File: config.mk
export PLATFORM = sky130hd
export DESIGN_NAME = oam_dma_master
export DESIGN_NICKNAME = d
export VERILOG_FILES = /design/src/rtl/nessoc_pkg.sv /design/src/rtl/apu_cycle_parity.sv /design/src/rtl/oam_dma_master.sv
export SDC_FILE = /design/constraint.sdc
export NUM_CORES = 1
export LEC_CHECK = 0
export CORE_MARGIN = 2
export CORE_UTILIZATION = 47
export CTS_CLUSTER_DIAMETER = 120
export DETAILED_ROUTE_END_ITERATION = 10
export MAX_ROUTING_LAYER = met4
export PLACE_DENSITY = 0.85
export SETUP_SLACK_MARGIN = 0.2
export SLEW_MARGIN = 20
export SYNTH_ARGS = -nofsm -noshare
export SYNTH_HDL_FRONTEND = slang
export SYNTH_SLANG_ARGS = --single-unit
File: constraint.sdc
create_clock -name CPUCLK -period 2.1 [get_ports CPUCLK]
set_input_delay 0.315 -clock CPUCLK [delete_from_list [all_inputs] [get_ports CPUCLK]]
set_output_delay 0.315 -clock CPUCLK [all_outputs]
set_load 0.02 [all_outputs]
File: src/rtl/nessoc_pkg.sv
`default_nettype none
// ============================================================================
//  Module   : nessoc_pkg
//  Purpose  : Shared types and constants for the sprite DMA path and the
//             APU-side cycle bookkeeping.
//  Contents : dma_state_t  - sprite DMA sequencer states
//             c_DMA_REG_ADDR, c_OAMDATA_ADDR, c_OAM_SIZE
//  Revision : 1.0 - initial release
// ============================================================================
package nessoc_pkg;

   typedef enum logic [2:0] {
      DMA_IDLE,
      DMA_HALT_WAIT,
      DMA_ALIGN,
      DMA_READ,
      DMA_WRITE
   } dma_state_t;

   localparam logic [15:0] c_DMA_REG_ADDR = 16'h4014;  // CPU write here starts a DMA
   localparam logic [15:0] c_OAMDATA_ADDR = 16'h2004;  // PPU OAMDATA register
   localparam int unsigned c_OAM_SIZE     = 256;       // sprite RAM bytes

endpackage : nessoc_pkg
`default_nettype wire

File: src/rtl/apu_cycle_parity.sv
`default_nettype none
// ============================================================================
//  Module   : apu_cycle_parity
//  Purpose  : Get/put cycle parity flop. Toggles on every clock from reset,
//             so parity 0 marks a get (read) cycle, parity 1 a put (write)
//             cycle. Shared by the sprite DMA and the APU frame counter.
//  Ports    : clk    in  1  clock
//             rst_n  in  1  asynchronous active-low reset (parity -> 0)
//             parity out 1  current cycle parity
//  Revision : 1.0 - initial release
// ============================================================================
module apu_cycle_parity (
   input  logic clk,
   input  logic rst_n,
   output logic parity
);

   always_ff @(posedge clk or negedge rst_n) begin
      if (!rst_n) begin
         parity <= 1'b0;
      end else begin
         parity <= ~parity;
      end
   end

endmodule : apu_cycle_parity
`default_nettype wire

File: src/rtl/oam_dma_master.sv
`default_nettype none
// ============================================================================
//  Module   : oam_dma_master
//  Purpose  : CPU-side sprite DMA initiator. A CPU write to DMA_REG_ADDR
//             halts the CPU and copies XFER_LEN bytes from page $XX00 to
//             OAMDATA with alternating read/write bus cycles.
//  Config   : OAMDMA_ALIGN_EN - when defined, the first read is aligned to a
//             get (parity 0) cycle; when undefined ALIGN is always 1 cycle.
//  Ports    : CPUCLK    in  1   clock
//             RST       in  1   asynchronous active-low reset
//             CPUA      in  16  CPU address (trigger decode)
//             CPUDI     in  8   CPU write data (source page)
//             RW        in  1   CPU direction, 1=read 0=write
//             CPU_RDCYC in  1   CPU is in a read cycle, halt can take hold
//             HALT      out 1   stall the CPU
//             DMA_BUSEN out 1   DMA owns the bus
//             DMA_A     out 16  DMA address
//             DMA_RW    out 1   DMA direction, 1=read 0=write
//             DMA_DO    out 8   DMA write data
//             DMA_DI    in  8   bus read data
//  Revision : 1.0 - initial release
// ============================================================================
module oam_dma_master
   import nessoc_pkg::*;
#(
   parameter logic [15:0] DMA_REG_ADDR = c_DMA_REG_ADDR,
   parameter logic [15:0] OAMDATA_ADDR = c_OAMDATA_ADDR,
   parameter int unsigned XFER_LEN     = c_OAM_SIZE      // power of 2, <= 256
)(
   input  logic        CPUCLK,
   input  logic        RST,
   input  logic [15:0] CPUA,
   input  logic [7:0]  CPUDI,
   input  logic        RW,
   input  logic        CPU_RDCYC,
   output logic        HALT,
   output logic        DMA_BUSEN,
   output logic [15:0] DMA_A,
   output logic        DMA_RW,
   output logic [7:0]  DMA_DO,
   input  logic [7:0]  DMA_DI
);

   localparam logic [7:0] c_LAST_IDX = 8'(XFER_LEN - 1);

   dma_state_t r_state;
   logic [7:0] r_page;
   logic [7:0] r_idx;
   logic       w_parity;
   logic       w_trigger;
   logic       w_align_done;

   apu_cycle_parity u_parity (
      .clk    (CPUCLK),
      .rst_n  (RST),
      .parity (w_parity)
   );

   assign w_trigger = !RW && (CPUA == DMA_REG_ADDR);

`ifdef OAMDMA_ALIGN_EN
   // Leave ALIGN on a put cycle so the first read lands on a get cycle.
   assign w_align_done = w_parity;
`else
   logic w_unused_parity;
   assign w_unused_parity = w_parity;
   assign w_align_done    = 1'b1;
`endif

   // Sequencer. Bus outputs are set on entry to the state that uses them;
   // the byte read in READ is captured straight into DMA_DO for the put.
   always_ff @(posedge CPUCLK or negedge RST) begin
      if (!RST) begin
         r_state   <= DMA_IDLE;
         r_page    <= 8'h00;
         r_idx     <= 8'h00;
         HALT      <= 1'b0;
         DMA_BUSEN <= 1'b0;
         DMA_A     <= 16'h0000;
         DMA_RW    <= 1'b1;
         DMA_DO    <= 8'h00;
      end else begin
         case (r_state)
            DMA_IDLE: begin
               if (w_trigger) begin
                  r_page  <= CPUDI;
                  HALT    <= 1'b1;
                  r_state <= DMA_HALT_WAIT;
               end
            end
            DMA_HALT_WAIT: begin
               // The CPU only honours RDY on a read cycle.
               if (CPU_RDCYC) begin
                  DMA_BUSEN <= 1'b1;
                  DMA_RW    <= 1'b1;
                  r_state   <= DMA_ALIGN;
               end
            end
            DMA_ALIGN: begin
               if (w_align_done) begin
                  DMA_A   <= {r_page, r_idx};
                  DMA_RW  <= 1'b1;
                  r_state <= DMA_READ;
               end
            end
            DMA_READ: begin
               DMA_DO  <= DMA_DI;
               DMA_A   <= OAMDATA_ADDR;
               DMA_RW  <= 1'b0;
               r_state <= DMA_WRITE;
            end
            DMA_WRITE: begin
               if (r_idx == c_LAST_IDX) begin
                  r_idx     <= 8'h00;
                  HALT      <= 1'b0;
                  DMA_BUSEN <= 1'b0;
                  DMA_RW    <= 1'b1;
                  r_state   <= DMA_IDLE;
               end else begin
                  r_idx   <= r_idx + 8'd1;
                  DMA_A   <= {r_page, r_idx + 8'd1};
                  DMA_RW  <= 1'b1;
                  r_state <= DMA_READ;
               end
            end
            default: begin
               r_state <= DMA_IDLE;
            end
         endcase
      end
   end

endmodule : oam_dma_master
`default_nettype wire

==> metrics.txt <==
clock tree root driver cell=clkbuf_8; post-synth top area cell=dfrtp_1; drc violations=0; pins over their slew limit=0; Post-Synth Adder-Cell Area=0.00587; Final Hold Fails=0; synthesis-stage register bit count=46; count leader, synth=dfrtp_1; Simple-Gate Fraction of Synth Area=0.215; total power=between 3000 and 4000 µW; Synth top area share=0.528; P&R area growth vs syn=42.0%; Rows=24; initial antenna violation count=0; chip height=just over 70 µm; total global routing overflow=0; layout cells sized above 1=0.140; Worst-Margin Slew=0.634 ns; I/O pin total=63; Starting Density=0.490; DP Wirelength=about 3500 µm; Routed Antenna Nets=0; post-layout minimum cycle time=approximately 1.8 ns; sequential cell area fraction in the yosys report=0.540; Peak supply drop=between 600 and 700 µV; syn nets=between 200 and 300; port bufs=62; Fmax achieved=0.543 GHz; H-Tree Depth=2; core area=4350 µm²; synth top area cells=dfrtp_1 53%, nand2_1 7.0%, mux2_2 5.3%, o21ai_0 5.2%, nand3_1 4.2%; CTS max path bufs=2; Clock transition at path regs=around 0.09 ns; largest delay contributor family on the critical path=simple AND/OR/NAND/NOR gates; status=finished, final reports clean; Nets=approximately 320; RSZ-0062 raised after global routing=no; Syn Area/Cell=9.83 µm²; complex-gate fraction of the synthesized area=0.141; WL/cell=between 10 and 15 µm; element type at the critical path end=flop; CP cell instances=ha_1, and3_1, a21oi_4, buf_4, or3_1, o31a_1; Post-Synthesis Cells=217; Worst path slowest cell=dfrtp_1; Async S/R FF share, synth=1.00; ant diodes=0; routability congestion estimate=between 0.9 and 1; largest net degree at the start of global routing=47; Setup Crit Path Kind=flop to flop; final core utilization=0.695; Sink Count=46; Iteration-0 DRC Markers=~150; crit start category=flop; all-layer global routing usage=0.222; WP data required=2.29 ns; CTS tree=built; final-report setup violation count=0; MaxCap Viol Count=0; PwrDens=1110 nW/µm²; Chip Width=just over 70 µm; Post-Synth XOR/XNOR Area=0.00822; drt first pass iters=4; DR vias/cell=around 5.6; Post-synth EDFFs=0; Max-Slew Margin vs Limit=0.576; multiplexer share of the synthesized area=0.0528; vias in the first global route=between 1500 and 2000; first-pass GRT wire length=around 8500 µm; Vias=between 1500 and 2000; die area=around 5000 µm²; drt total wl=5060 µm; Synth Cell Area=2130 µm²; Filler Cell Count=approximately 330; Worst path max stage delay=~0.45 ns; Synth cell types=38; Critical Path Fanout Max=8; top_reg_cell synth=dfrtp_1; HP Class=primary input to asynchronous set/reset pin; Final Cycle Share=0.877; skew final=0.00240 ns; Arr. time, crit path=2.03 ns; largest family of logic cells by synthesized area=simple AND/OR/NAND/NOR gates; Yosys warnings=0; clock latency on the worst-skew pair=around 0.30 ns; Synth top cells by count=45 x dfrtp_1, 40 x nand2_1, 22 x o21ai_0, 18 x nand3_1, 13 x a21oi_1; Lkg Pwr=approximately 0.0013 µW; CTS Buf Count=5; CP bufs+invs=1
[logic make-up after synthesis]
logic type	count (synthesis)
and+or+nand+nor	91
AOI/OAI and AO/OA	51
DFF	46
buffers and inverters	16
muxes	10
xor gates and xnor gates	2
adders and majority gates	1
[per-stage QoR]
step           area, µm²  worst slack [ns]  setup TNS, ns  hold slack, ns  cells
4_1_cts             3020             0.213              0           0.115    338
3_5_place_dp        2830            -0.244          -1.89           0.439    328
3_3_place_gp        2830            -0.209          -1.67           0.435    328
6_report            3030             0.258              0          0.0818    338
2_1_floorplan       2130             0.266              0          0.0194    217
5_1_grt             3030             0.199              0           0.139    338
[worst paths after layout]
kind                       slack, ns                  start  depth (start not counted)                      to
setup / recovery                0.26   r_idx[0]$_DFFE_PN0N_                          6    DMA_A[2]$_DFFE_PN0P_
hold / removal                  0.08                    RST                          2    DMA_A[7]$_DFFE_PN0P_
setup reg to reg                0.26   r_idx[0]$_DFFE_PN0N_                          6    DMA_A[2]$_DFFE_PN0P_
hold reg to reg                 0.48  DMA_DO[6]$_DFFE_PN0P_                          2   DMA_DO[6]$_DFFE_PN0P_
max in group asynchronous       1.62                    RST                          2  r_state[2]$_DFFE_PN0P_
min in group CPUCLK             0.48  DMA_DO[6]$_DFFE_PN0P_                          2   DMA_DO[6]$_DFFE_PN0P_
[layout by cell type, fill, tap and decap left out, types with 5 or more instances in the layout]
master           netlist  layout
nor2_1                 6       5
clkbuf_8               0       5
mux2_4                 0       8
dfrtp_1               45      45
a31oi_1                5       5
clkdlybuf4s50_1        0      53
nand3_1               18      18
buf_4                  0      10
nand2_1               40      40
a21oi_1               13      13
o21ai_0               22      22
dlygate4sd2_1          0       7
nor3_1                 6       6
[worst reg2reg max path, cell delays in order, from the launching register on]
cell and delay (ns):
dfrtp_1 0.45, ha_1 0.22, and3_1 0.33, a21oi_4 0.09, buf_4 0.18, or3_1 0.34, o31a_1 0.11
[power by group]
group / switching, µW / leakage, µW / total (µW) / internal, µW
registers: 134 / 0.000598 / 1230 / 1100
clock network: 303 / 0.0000514 / 658 / 355
logic: 839 / 0.000683 / 1460 / 625
total: 1280 / 0.00133 / 3360 / 2080
[area by class of cell]
cell class	instances	area, µm²	share of cell area
multi-input cells	155	956	0.316
inverters	3	11.3	0.00372
well taps	52	65.1	0.0215
clock inverters	2	37.5	0.0124
clock buffers	6	72.6	0.0240
repair buffers	74	732	0.242
flip-flops and latches	46	1150	0.381
[per-layer routing]
| layer | wire length [µm] | global-route usage | up-vias |
|---|---|---|---|
| met1 | 2100 | 0.274 | 909 |
| li1 | - | - | 904 |
| met5 | 0 | - | - |
| met2 | 2570 | 0.358 | 72 |
| met4 | 50 | 0.0713 | 0 |
| met3 | 345 | 0.0563 | 6 |
[flip-flops by register name (all words and copies together) (netlist names)]
name,cells
r_page,8
DMA_BUSEN,1
r_idx,8
DMA_A,16
DMA_RW,1
DMA_DO,8
HALT,1
r_state,3
[timing repair]
| action | CTS | global route |
|---|---|---|
| endpoints found under the setup margin | 8 | 24 |
| buffers inserted | 1 | 0 |
| gates resized for setup | 21 | 3 |
| gates cloned | 1 | 0 |
| pin swaps | 4 | 3 |
| hold buffers | 0 | 0 |
No activity file was read; power rests on OpenSTA's default activity.
